===== config.mk =====
export PLATFORM = sky130hd
export DESIGN_NAME = apb_regbank_slave_flat
export DESIGN_NICKNAME = d
export VERILOG_FILES = /design/src/rtl/apb_regbank_pkg.sv /design/src/rtl/apb_regbank_if.sv /design/src/rtl/apb_regbank_ctrl.sv /design/src/rtl/apb_regbank_slave.sv /design/src/flat_wrapper.sv
export SDC_FILE = /design/constraint.sdc
export NUM_CORES = 1
export LEC_CHECK = 0
export ABC_AREA = 1
export BUFFER_PORTS_ARGS = -buffer_cell sky130_fd_sc_hd__buf_2
export CAP_MARGIN = 20
export CORE_AREA = 8 8 443 445
export CTS_BUF_LIST = sky130_fd_sc_hd__clkbuf_4
export CTS_CLUSTER_DIAMETER = 200
export DETAILED_ROUTE_END_ITERATION = 10
export DIE_AREA = 0 0 451 453
export PLACE_DENSITY_LB_ADDON = 0.12
export SLEW_MARGIN = 25
export SYNTH_ARGS = -nofsm -noshare
export SYNTH_HDL_FRONTEND = slang
export SYNTH_SLANG_ARGS = --single-unit

===== constraint.sdc =====
create_clock -name clk -period 1.84 [get_ports clk]
set_input_delay 0.368 -clock clk [delete_from_list [all_inputs] [get_ports clk]]
set_output_delay 0.368 -clock clk [all_outputs]
set_load 0.01 [all_outputs]

===== src/rtl/apb_regbank_pkg.sv =====
// Shared types and helpers for the APB register bank slave.
// State encoding, decode-error bundle and byte-offset width helper.
package apb_regbank_pkg;

  typedef enum logic {
    IDLE,
    ACCESS
  } state_t;

  typedef struct packed {
    logic range;
    logic align;
    logic ro;
  } err_t;

  function automatic int ofs_w(input int data_w);
    return $clog2(data_w / 8);
  endfunction

endpackage


===== src/rtl/apb_regbank_if.sv =====
// APB bus bundle between interconnect master and register bank slave.
// Carries request, strobes, and the ready/error/read-data response.
interface apb_regbank_if #(
  parameter int ADDR_W = 12,
  parameter int DATA_W = 32
);
  logic                psel;
  logic                penable;
  logic                pwrite;
  logic [ADDR_W-1:0]   paddr;
  logic [DATA_W/8-1:0] pstrb;
  logic [DATA_W-1:0]   pwdata;
  logic                pready;
  logic                pslverr;
  logic [DATA_W-1:0]   prdata;

  modport master (
    output psel, penable, pwrite,
    output paddr, pstrb, pwdata,
    input  pready, pslverr, prdata
  );

  modport slave (
    input  psel, penable, pwrite,
    input  paddr, pstrb, pwdata,
    output pready, pslverr, prdata
  );
endinterface


===== src/rtl/apb_regbank_ctrl.sv =====
// APB transfer FSM with programmable access-phase wait states.
// pready is decoded from the state and wait counter registers only.
module apb_regbank_ctrl
  import apb_regbank_pkg::*;
#(
  parameter int WAIT_STATES = 0
) (
  input  logic clk,
  input  logic preset,
  input  logic psel,
  input  logic penable,
  output logic pready
);

  localparam logic [3:0] WS = 4'(WAIT_STATES);

  state_t     state_q, state_d;
  logic [3:0] cnt_q, cnt_d;

  always_ff @(posedge clk) begin
    if (preset) begin
      state_q <= IDLE;
      cnt_q   <= '0;
    end else begin
      state_q <= state_d;
      cnt_q   <= cnt_d;
    end
  end

  assign pready = (state_q == ACCESS) && (cnt_q == WS);

  always_comb begin
    state_d = state_q;
    cnt_d   = cnt_q;
    unique case (state_q)
      IDLE: begin
        if (psel && !penable) begin
          state_d = ACCESS;
          cnt_d   = '0;
        end
      end
      ACCESS: begin
        if (!psel) begin
          state_d = IDLE;
        end else if (penable) begin
          if (cnt_q == WS) state_d = IDLE;
          else cnt_d = cnt_q + 4'd1;
        end
      end
    endcase
  end

endmodule


===== src/rtl/apb_regbank_slave.sv =====
// APB register bank: decode, byte-strobed storage, read mux, access pulses.
// Define APB_REGBANK_SLVERR_EN to report decode errors on pslverr.
module apb_regbank_slave
  import apb_regbank_pkg::*;
#(
  parameter int DATA_W      = 32,
  parameter int ADDR_W      = 12,
  parameter int NUM_REGS    = 16,
  parameter int WAIT_STATES = 0,
  parameter logic [NUM_REGS-1:0] RO_MASK = '0,
  parameter logic [NUM_REGS*DATA_W-1:0] RESET_VAL = '0
) (
  input  logic                       clk,
  input  logic                       preset,
  apb_regbank_if.slave               apb,
  output logic [NUM_REGS*DATA_W-1:0] reg_o,
  input  logic [NUM_REGS*DATA_W-1:0] hw_val_i,
  output logic [NUM_REGS-1:0]        wr_pulse_o,
  output logic [NUM_REGS-1:0]        rd_pulse_o
);

  localparam int OFS = ofs_w(DATA_W);
  localparam int IW  = ADDR_W - OFS;
  localparam int NB  = DATA_W / 8;
  localparam int LW  = (NUM_REGS > 1) ? $clog2(NUM_REGS) : 1;
  localparam logic [IW:0] NR = (IW+1)'(NUM_REGS);
  localparam logic [ADDR_W-1:0] AMASK = ADDR_W'((1 << OFS) - 1);

  logic [NUM_REGS-1:0][DATA_W-1:0] regs_q;
  logic [IW-1:0] idx;
  logic [LW-1:0] lidx;
  logic          rdy;
  logic          done;
  logic          good;
  err_t          err;

  apb_regbank_ctrl #(
    .WAIT_STATES(WAIT_STATES)
  ) u_ctrl (
    .clk    (clk),
    .preset (preset),
    .psel   (apb.psel),
    .penable(apb.penable),
    .pready (rdy)
  );

  assign idx  = apb.paddr[ADDR_W-1:OFS];
  assign lidx = idx[LW-1:0];

  always_comb begin
    err       = '0;
    err.range = {1'b0, idx} >= NR;
    err.align = |(apb.paddr & AMASK);
    err.ro    = apb.pwrite && !err.range && RO_MASK[lidx];
  end

  // Only a live access phase may commit; an aborted one just sees rdy.
  assign done = rdy && apb.psel && apb.penable;
  assign good = done && !(|err);

  always_ff @(posedge clk) begin
    if (preset) begin
      regs_q     <= RESET_VAL;
      wr_pulse_o <= '0;
      rd_pulse_o <= '0;
    end else begin
      wr_pulse_o <= '0;
      rd_pulse_o <= '0;
      if (good && apb.pwrite) begin
        for (int b = 0; b < NB; b++) begin
          if (apb.pstrb[b])
            regs_q[lidx][8*b +: 8] <= apb.pwdata[8*b +: 8];
        end
        wr_pulse_o[lidx] <= 1'b1;
      end
      if (good && !apb.pwrite)
        rd_pulse_o[lidx] <= 1'b1;
    end
  end

  always_comb begin
    reg_o = '0;
    for (int i = 0; i < NUM_REGS; i++)
      reg_o[i*DATA_W +: DATA_W] = RO_MASK[i] ? '0 : regs_q[i];
  end

  always_comb begin
    apb.prdata = '0;
    if (rdy && !apb.pwrite && !(|err)) begin
      if (RO_MASK[lidx])
        apb.prdata = hw_val_i[lidx*DATA_W +: DATA_W];
      else
        apb.prdata = regs_q[lidx];
    end
  end

  assign apb.pready = rdy;

`ifdef APB_REGBANK_SLVERR_EN
  assign apb.pslverr = rdy && (|err);
`else
  assign apb.pslverr = 1'b0;
`endif

endmodule


===== src/flat_wrapper.sv =====
// flat-port wrapper written by rule: the top's interface ports become plain ports
module apb_regbank_slave_flat import apb_regbank_pkg::*;
#(
  parameter int DATA_W      = 32,
  parameter int ADDR_W      = 12,
  parameter int NUM_REGS    = 16,
  parameter int WAIT_STATES = 0,
  parameter logic [NUM_REGS-1:0] RO_MASK = '0,
  parameter logic [NUM_REGS*DATA_W-1:0] RESET_VAL = '0
)
  (clk, preset, reg_o, hw_val_i, wr_pulse_o, rd_pulse_o, apb_psel, apb_penable, apb_pwrite, apb_paddr, apb_pstrb, apb_pwdata, apb_pready, apb_pslverr, apb_prdata);
  apb_regbank_if #(.ADDR_W(ADDR_W), .DATA_W(DATA_W)) apb_i ();
  input  logic clk;
  input  logic preset;
  output logic [NUM_REGS*DATA_W-1:0] reg_o;
  input  logic [NUM_REGS*DATA_W-1:0] hw_val_i;
  output logic [NUM_REGS-1:0] wr_pulse_o;
  output logic [NUM_REGS-1:0] rd_pulse_o;
  input wire logic [$bits(apb_i.psel)-1:0] apb_psel;
  input wire logic [$bits(apb_i.penable)-1:0] apb_penable;
  input wire logic [$bits(apb_i.pwrite)-1:0] apb_pwrite;
  input wire logic [$bits(apb_i.paddr)-1:0] apb_paddr;
  input wire logic [$bits(apb_i.pstrb)-1:0] apb_pstrb;
  input wire logic [$bits(apb_i.pwdata)-1:0] apb_pwdata;
  output wire logic [$bits(apb_i.pready)-1:0] apb_pready;
  output wire logic [$bits(apb_i.pslverr)-1:0] apb_pslverr;
  output wire logic [$bits(apb_i.prdata)-1:0] apb_prdata;
  assign apb_i.psel = apb_psel;
  assign apb_i.penable = apb_penable;
  assign apb_i.pwrite = apb_pwrite;
  assign apb_i.paddr = apb_paddr;
  assign apb_i.pstrb = apb_pstrb;
  assign apb_i.pwdata = apb_pwdata;
  assign apb_pready = apb_i.pready;
  assign apb_pslverr = apb_i.pslverr;
  assign apb_prdata = apb_i.prdata;
  apb_regbank_slave #(.DATA_W(DATA_W), .ADDR_W(ADDR_W), .NUM_REGS(NUM_REGS), .WAIT_STATES(WAIT_STATES), .RO_MASK(RO_MASK), .RESET_VAL(RESET_VAL)) u_core (.clk(clk), .preset(preset), .apb(apb_i), .reg_o(reg_o), .hw_val_i(hw_val_i), .wr_pulse_o(wr_pulse_o), .rd_pulse_o(rd_pulse_o));
endmodule

* Yosys cells after proc, flatten, opt, wreduce, memory -nomap -nowiden
Memory sizes are Yosys's and may differ from the RTL's. Index checks and enable logic that the tools add are counted.
Word-level totals: bits in registers 549, bits in read-only memories 16, input port bits 565, output and inout bits 578, word-level logic and storage cells 93, memories kept 1
Operators by class: add/sub/neg operators 1, magnitude comparators 3, equality and inequality tests 4, shift-type cells 1, mux-type cells 39, bitwise operators 3, reduce and logical (&&, ||, !) cells 21
Memory list:
- (name not given) | depth 16, bits a word 1, rd ports 1, clocked after memory_dff 0, write ports 0, line apb_regbank_slave.sv:54 | err.ro = apb.pwrite && !err.range && RO_MASK[lidx];
Operators with widths (count):
- 512-bit two-way mux | 10
- 512-bit bitwise mux | 4
- 32-bit demux with 4-bit select | 4
- 512-bit by 10-bit indexed part select with 32-bit output | 1
- 32-bit binary-select mux with 4-bit select | 1
- 32-bit two-way mux | 4
- 24-bit two-way mux | 1
- 16-bit two-way mux | 1
- 4-bit two-way mux | 4
- 1-bit logical AND | 12
- 10-bit by 5-bit >= comparator with 1-bit output, second input constant | 1
- 8-bit two-way mux | 1
- 2-bit != test, second input constant | 4
- 4-bit one-hot mux with 2 select lines | 1
- 1-bit two-way mux | 6
- 4-bit by 5-bit < comparator with 1-bit output, second input constant | 1
- 4-bit by 1-bit adder with 4-bit output, second input constant | 1
- 1-bit demux with 4-bit select | 1
- 4-bit by 1-bit >= comparator with 1-bit output, second input constant | 1
- 1-bit logical NOT | 4
- 4-bit logical NOT | 1
- 4-bit AND reduction | 1
- 2-bit OR reduction | 2
- 4-bit OR reduction | 1
- 2 further kinds | 4

* Logic depth before layout (Yosys ltp)
Gate-level depths: netlist (run 1).
word-level depth 20, gate-level depth with buffers 11, mapped depth without buffers 9

* By module
From an unflattened synthesis (run 1), not the netlist that was laid out.
Second synthesis, totals: cell total of the unflattened synthesis 3701, area, all modules 25177.9 µm²
By module, submodules not included:
- apb_regbank_slave | times used 1, cells an instance 3658, area an instance 24863.8 µm², seq. area each 10890.4 µm²
- apb_regbank_ctrl | times used 1, cells an instance 43, area an instance 314.1 µm², seq. area each 100.1 µm²

* Worst setup path after synthesis (run 1)
OpenSTA, ideal clock, no wires.
kind input-to-output, start input port apb_paddr[3], end output port apb_prdata[0], arrival time 1.670 ns, required time 1.472 ns, slack -0.198 ns, stages on the path 9, path buffers 3, cells stage by stage buf_2 -> inv_2 -> nand2_2 -> buf_2 -> clkbuf_1 -> o22ai_1 -> o21ai_0 -> nand3_1 -> nor2_1
Between the ends: cells in the longest elaborated chain, start to end 8, elaborated cells on any way between the ends 14, those cells by class 1 x order compare; 1 x shift; 5 x mux; 6 x reduce/logical; 1 x memory
RTL lines:
- start: declaration | line flat_wrapper.sv:22 | input wire logic [$bits(apb_i.paddr)-1:0] apb_paddr;
- branches (longest 7 deep; another with 512-bit by 10-bit indexed part select with 32-bit output)
- 32-bit two-way mux (*) | line apb_regbank_slave.sv:89 | if (rdy && !apb.pwrite && !(|err)) begin
- end: declaration | line flat_wrapper.sv:27 | output wire logic [$bits(apb_i.prdata)-1:0] apb_prdata;
Every way passes the cells marked *. The select of a mux whose other input is x is not followed.

* Worst setup path after layout (run 1)
start register u_core.u_ctrl.cnt_q[0], end output port apb_prdata[26]
Between the ends: cells in the longest elaborated chain, start to end 5
RTL lines:
- start: declaration | line apb_regbank_ctrl.sv:18 | logic [3:0] cnt_q, cnt_d;
- start signal: assignment | line apb_regbank_ctrl.sv:26 | cnt_q <= cnt_d;
- 4-bit logical NOT | line apb_regbank_ctrl.sv:30 | assign pready = (state_q == ACCESS) && (cnt_q == WS);
- 1-bit logical AND | line apb_regbank_ctrl.sv:30
- 1-bit logical AND (2 in a row) | line apb_regbank_slave.sv:89
- 32-bit two-way mux | line apb_regbank_slave.sv:89
Every way passes these cells.

==> flow_summary.yaml, run 1 <==
synth:
  synth_compound_area_share_pct: 8.36
  synth-edff-count: 0
  muxShareOfSynthArea_pct: 0
  syn_nets: 4231
  ys.flop_type: "dfxtp_1"
  yosys_warnings: 0
  synth_top_family_by_area: "simple AND/OR/NAND/NOR gates"
  yosysUniqueCellTypes: 28
  netlist_area_sq_um: 25000
  yosysSeqAreaShare_pct: 44.0
  synth_fa_ha_area_share_pct: 0.100
  synth_area_per_cell_sq_um: 6.81
  synth-xor-area-share_pct: 0.0351
  synth-seq-cells: 549
  async_reset_ff_share_pct: 0
  postSynthCellCount: 3664
  synth-simple-area-share_pct: 42.5
setup_path:
  cp_max_fo: 7
  critPathBufInv: 5
  cp_slowest_cell: "dfxtp_2"
  slowest_delay_ns: 0.32
  cpMostUsedCell: "nand2_4"
  worstPathRequired_ns: 1.47
  start_kind: "flip-flop"
  end_kind: "primary output"
  crit_chain: "inv_2 > ha_4 > nand2_4 > nor2_8 > nand2_4 > nor2_4 > buf_12 > buf_12 > buf_6 > nand2_4 > nor2_4 > buf_6"
  crit_arrival_ns: 2.83
  ff2ff_setup_slack_ns: -0.57
  cpLargestDelayFamily: "buffers and inverters"
  critPathKind: "flip-flop to primary output"
global_route:
  antenna_found_initial: 17
  grt_pass1_vias: 30428
  grt_pass1_wl_um: 271000
  grt_overflow: 0
  grt_max_degree: 65
  grt_usage_pct: 19.0
run_status:
  violations: "negative setup slack"
  status: "finished with violations"
detailed_routing:
  dr.pass1.iters: 6
  first_iter_violations: 2757
  vias: 31626
  routedWlPerCell_um: 27.5
  via_per_inst: 4.16
  drc_errors: 0
  ant_nets: 0
  drt-total-wl_um: 209000
sta:
  final.setup.tns_ns: -425.10
  whs_ns: 0.145
  skew_ns: 0.0950
  relSlewSlack_pct: 42.1
  drv_slew: 0
  hold_violations: 0
  fin_crit_ns: 3.20
  fin_ws_ns: -1.36
  setup_viol: 1106
  tightest_slew_ns: 0.865
  rsz0062_at_grt: "yes"
  fmax_mhz: 312
  fin_crit_sh_pct: 174
pwr:
  ir_drop_mv: 0.440
  cellLeakagePower_nw: 18.8
  power_density_nw_per_um2: 641
clock_tree:
  clk_path_buf_depth: 3
  cts_inserted_buffers: 180
  cts_htree_levels: 4
  cts-root-buf: "clkbuf_4"
  insertion_delay_ns: 1.22
  cts.clk_slew.worst_paths_ns: 0.06
  cts.sinks: 549
  cts_tree: "built"
cells_and_area:
  num-nets-final: 5530
  area_growth_pct: 77.1
  fin_cells: 7600
  layout-drive-gt1-share_pct: 41.6
  final_util_pct: 23.4
floorplan:
  die_area_sq_um: 204000
  num_rows: 160
  start_util_pct: 13.2
  core_area_sq_um: 189000
  die_w_um: 451
  ios: 1143
  die_h_um: 453
placement:
  finalWeightedCongestion: 0.861
  dp_cells: 7170
  dpl.hpwl_um: 160000
  port_buffers: 629
  post-place-ws_ns: -1.37
job:
  drv_cap: 0
worst_hold_path:
  hold_class: "primary input to flip-flop"
==> cells in the final DEF (no fill, tap or decap), types with 19 or more instances in the layout <==
master	n
nor2_2	28
o21ai_1	19
dfxtp_4	112
nand3_1	502
buf_12	104
buf_6	443
nor2_4	76
dfxtp_1	238
nand2_1	575
clkbuf_16	30
dlygate4sd3_1	47
nand2_4	26
nor2_1	1188
clkbuf_4	253
buf_8	35
nand3_2	45
buf_2	299
o21ai_0	101
buf_4	378
clkinv_1	27
inv_1	42
o22ai_1	185
nand2_2	23
dfxtp_2	199
o221ai_1	27
==> flip-flops by register name, indices dropped and copies added (netlist names) <==
name,cells
u_core.wr_pulse_o,16
u_core.rd_pulse_o,16
u_core.reg_o,512
u_core.u_ctrl.state_q,1
u_core.u_ctrl.cnt_q,4
==> per-layer routing <==
metal	share of wire, %	vias up	track usage, %
met5	0.0053	-	0
met4	2.6	2	5.16
met3	9.8	228	7.52
met2	41	1315	27.3
met1	46	15241	26.2
li1	-	14840	-
==> cell usage after synthesis (2+ instances only) <==
cell	n	area share [%]
o21ai_0	123	2.5
buf_6	3	0.14
o22ai_1	186	4.7
nand2_2	6	0.15
nor2_2	18	0.45
a21oi_1	5	0.10
clkbuf_1	72	1.1
dfxtp_1	549	44
o221ai_1	31	1.1
buf_2	27	0.54
inv_2	7	0.11
buf_1	90	1.4
nand2_4	6	0.27
nand3_1	549	11
nor2_1	1230	18
nand4_4	4	0.34
buf_4	36	1.1
inv_1	46	0.69
nand4_1	6	0.15
ha_1	2	0.10
nor2_4	44	2.0
nand2_1	615	9.2
nor2_8	4	0.32
==> area by class of cell <==
class / count / area, sq um
clock inverter: 44 / 342
clock buffer: 253 / 1900
timing repair buffer: 1345 / 13400
inverter: 53 / 209
antenna: 11 / 27.5
multi-input combinational: 2834 / 13500
fill: 21257 / 145000
sequential: 549 / 11700
tap: 2511 / 3140
==> tightest hold or removal path, stage by stage <==
cell and delay [ns]:
buf_2 0.11, nor2_4 0.05, buf_12 0.13, buf_12 0.14
buf_6 0.12, nand3_1 0.11, buf_12 0.20, nor2_1 0.05
==> final timing paths <==
check	startpoint	to	depth (start not counted)
worst max-delay path	u_core.u_ctrl.cnt_q[0]	apb_prdata[26]	12
worst min-delay path	apb_pwrite	u_core.rd_pulse_o[9]	8
worst max register to register	u_core.u_ctrl.cnt_q[0]	u_core.reg_o[129]	17
worst min register to register	u_core.reg_o[217]	u_core.reg_o[217]	2
==> power breakdown <==
| group | internal [W] | switching [W] |
|---|---|---|
| registers | 0.0117 | 0.000000638 |
| clock network | 0.00707 | 0.00656 |
| logic | 0.000990 | 0.00203 |
==> metrics by stage <==
stage          instance area [sq um]  power [W]
6_report                       44200     0.0284
4_1_cts                        42400     0.0288
3_5_place_dp                   36000     0.0150
5_1_grt                        44200     0.0296
2_1_floorplan                  25200     0.0134
3_3_place_gp                   36000     0.0150
==> logic make-up after synthesis <==
logic type | Yosys count
AO/OA/AOI/OAI | 347
XOR/XNOR | 1
adder cells (fa/ha/maj) | 2
buffers and inverters | 281
flip-flops | 549
other | 1
AND/OR/NAND/NOR | 2483
==> what timing repair did <==
item,in CTS,in global routing
setup endpoints to repair,1090,1115
pin swaps,39,29
setup buffers,15,30
hold buffers,47,0
cloned,1,38
endpoints found under the hold margin,539,0
resized for setup,1179,143
No activity file was read; power rests on OpenSTA's default activity.
==> inputs of run 2 (changes only) <==
--- a/config.mk
+++ b/config.mk
@@ -5,15 +5,15 @@
 export SDC_FILE = /design/constraint.sdc
 export NUM_CORES = 1
 export LEC_CHECK = 0
-export ABC_AREA = 1
 export BUFFER_PORTS_ARGS = -buffer_cell sky130_fd_sc_hd__buf_2
 export CAP_MARGIN = 20
-export CORE_AREA = 8 8 443 445
+export CORE_AREA = 8 8 435 437
 export CTS_BUF_LIST = sky130_fd_sc_hd__clkbuf_4
 export CTS_CLUSTER_DIAMETER = 200
 export DETAILED_ROUTE_END_ITERATION = 10
-export DIE_AREA = 0 0 451 453
-export PLACE_DENSITY_LB_ADDON = 0.12
+export DIE_AREA = 0 0 443 445
+export HOLD_SLACK_MARGIN = 0.1
+export PLACE_DENSITY = 0.41
 export SLEW_MARGIN = 25
 export SYNTH_ARGS = -nofsm -noshare
 export SYNTH_HDL_FRONTEND = slang
==> run 2 against run 1 <==
The run ends with negative hold slack, negative setup slack left. Die area is 3.5% lower. Worst hold slack worse by 0.22 ns. Power down 6.7%. Worst setup slack worse by 0.14 ns. Flip-flop and latch count is the same. First-iteration DRC count down 52%. Critical path depth is 2 lower. Final cell count fell by 21%. Clock-buffer cell count shrank 15. Critical path type unchanged. Via count is 26% lower. Combinational power down 18%.
==> flow_summary.yaml, run 2 <==
floorplan:
  core_area_sq_um: 182000
  num_rows: 157
  start_util_pct: 14.0
  die_area_sq_um: 197000
  die_h_um: 445
  ios: 1143
  die_w_um: 443
sta:
  hold_violations: 6
  relSlewSlack_pct: 43.9
  fin_ws_ns: -1.50
  rsz0062_at_grt: "yes"
  fin_crit_sh_pct: 182
  tightest_slew_ns: 0.818
  setup_viol: 1057
  fmax_mhz: 299
  drv_slew: 0
  fin_crit_ns: 3.34
  skew_ns: 0.122
  whs_ns: -0.0757
clock_tree:
  postCtsHoldBufs: 81
  insertion_delay_ns: 1.22
  cts_htree_levels: 4
  cts_tree: "built"
  cts_inserted_buffers: 174
  cts.sinks: 549
  clk_path_buf_depth: 3
  cts.clk_slew.worst_paths_ns: 0.07
  cts-root-buf: "clkbuf_4"
synth:
  postSynthCellCount: 2341
  netlist_area_sq_um: 25500
  synth_top_family_by_area: "multiplexers"
  synth_compound_area_share_pct: 2.73
  yosys.area.top_type: "dfxtp_1"
  synth-seq-cells: 549
  muxShareOfSynthArea_pct: 30.8
  synth_area_per_cell_sq_um: 10.9
  syn_nets: 2908
  async_reset_ff_share_pct: 0
  synth-simple-area-share_pct: 19.9
  synth-edff-count: 0
  synth_top_area_share_pct: 43.0
  yosys-top-cells-area: "dfxtp_1, mux2i_1, nand2b_1"
  yosysSeqAreaShare_pct: 43.0
  synth_common_cells: "mux2i_1, nand2b_1, dfxtp_1"
  yosys_warnings: 0
  ys.flop_type: "dfxtp_1"
  synth_fa_ha_area_share_pct: 0.0980
  synth_most_common_cell: "mux2i_1"
  synth-xor-area-share_pct: 0.0686
  yosysUniqueCellTypes: 46
cells_and_area:
  layout_common_cells: "mux2i_1, nand2b_1, buf_2"
  num-nets-final: 4095
  layout_commonest_cell: "mux2i_1"
  layout-drive-gt1-share_pct: 47.2
  fin_cells: 6032
  final_util_pct: 22.6
  area_growth_pct: 61.4
  largest_reg_flops: 512
detailed_routing:
  drc_errors: 0
  ant_nets: 0
  dr.pass1.iters: 5
  vias: 23261
  first_iter_violations: 1316
  drt-total-wl_um: 161000
  via_per_inst: 3.86
  routedWlPerCell_um: 26.8
global_route:
  grt_pass1_vias: 24463
  grt_overflow: 0
  grt_pass1_wl_um: 215000
  grt_max_degree: 60
  grt_usage_pct: 15.6
  antenna_found_initial: 15
placement:
  finalWeightedCongestion: 0.862
  port_buffers: 629
  dp_cells: 5628
  dpl.hpwl_um: 127000
setup_path:
  worstPathRequired_ns: 1.47
  critPathKind: "flip-flop to primary output"
  start_kind: "flip-flop"
  end_kind: "primary output"
  cp_max_fo: 8
  crit_arrival_ns: 2.98
run_status:
  violations: "negative hold slack, negative setup slack"
  status: "finished with violations"
pwr:
  power_density_nw_per_um2: 642
  ir_drop_mv: 0.577
  cellLeakagePower_nw: 20.6
  total_power_w: 0.0265
job:
  drv_cap: 0
worst_hold_path:
  hold_class: "primary input to flip-flop"
-- run 2: cell count changes in the layout (fill, tap and decap cells not counted), sizes merged, moves of 62 or more --
cell	previous run	this run
nand2	627	90
nor2	1296	38
buf	1268	1133
a22oi	0	62
nand3	550	3
o22ai	186	31
o21ai	124	0
nand2b	0	550
mux2i	0	639
mux4	0	64
-- run 2: critical path: stages (launching register included) --
cell and delay (ns):
dfxtp_2 0.32, inv_2 0.06, ha_4 0.14, nand4bb_4 0.14, nor2_4 0.10, nand3b_1 0.09, buf_6 0.16, buf_12 0.16
buf_4 0.15, nor3_4 0.22, buf_2 0.18
-- run 2: worst paths after layout --
kind | from | end | slack, ns | depth (start not counted)
worst min register to register | u_core.reg_o[26] | u_core.reg_o[26] | 0.49 | 2
worst max-delay path | u_core.u_ctrl.cnt_q[1] | apb_prdata[31] | -1.50 | 10
worst max register to register | u_core.u_ctrl.cnt_q[1] | u_core.reg_o[473] | -0.65 | 13
worst min-delay path | apb_paddr[0] | u_core.reg_o[21] | -0.08 | 7
-- run 2: metal layers --
| layer | up-vias | global-route usage, % | wire length [um] |
|---|---|---|---|
| li1 | 10640 | - | - |
| met1 | 11603 | 21.2 | 76100 |
| met2 | 823 | 23.3 | 68500 |
| met3 | 195 | 4.77 | 11500 |
| met4 | 0 | 5.57 | 5370 |
| met5 | - | 0 | 0 |
-- run 2: kinds of logic after synthesis --
logic type | after synthesis
AND/OR/NAND/NOR | 776
XOR/XNOR | 2
flip-flops | 549
buffers and inverters | 208
multiplexers | 705
AO/OA/AOI/OAI | 98
adder cells (fa/ha/maj) | 2
other | 1
-- run 2: through the flow --
step           setup TNS [ns]  worst slack [ns]  hold slack, ns  area [sq um]
2_1_floorplan         -120.38            -0.552           0.456         25900
3_3_place_gp          -305.03             -1.43           0.474         36000
3_5_place_dp          -313.68             -1.42           0.480         36100
4_1_cts               -499.74             -1.79           0.126         40600
5_1_grt               -555.75             -1.80          -0.220         41200
6_report              -382.50             -1.50         -0.0757         41200
-- run 2: power breakdown --
part           internal (W)  switching, W  leakage [nW]
Sequential           0.0118   0.000000897          4.48
Clock               0.00620       0.00597          1.22
Combinational       0.00106       0.00140          14.9
Total                0.0191       0.00737          20.6
-- run 2: final cells by class --
type | count | area (sq um)
antenna | 21 | 52.6
clock buffer | 238 | 1790
clock inverter | 36 | 246
fill | 19740 | 141000
inverter | 3 | 11.3
multi-input combinational | 1584 | 14600
sequential | 549 | 11200
tap | 2385 | 2980
timing repair buffer | 1216 | 10400
-- run 2: timing repair --
action,4_1_cts,5_1_grt
hold endpoints to repair,549,64
setup endpoints to repair,1088,1121
gates resized for setup,454,75
gates cloned,2,2
pin swaps,22,30
buffers inserted,19,21
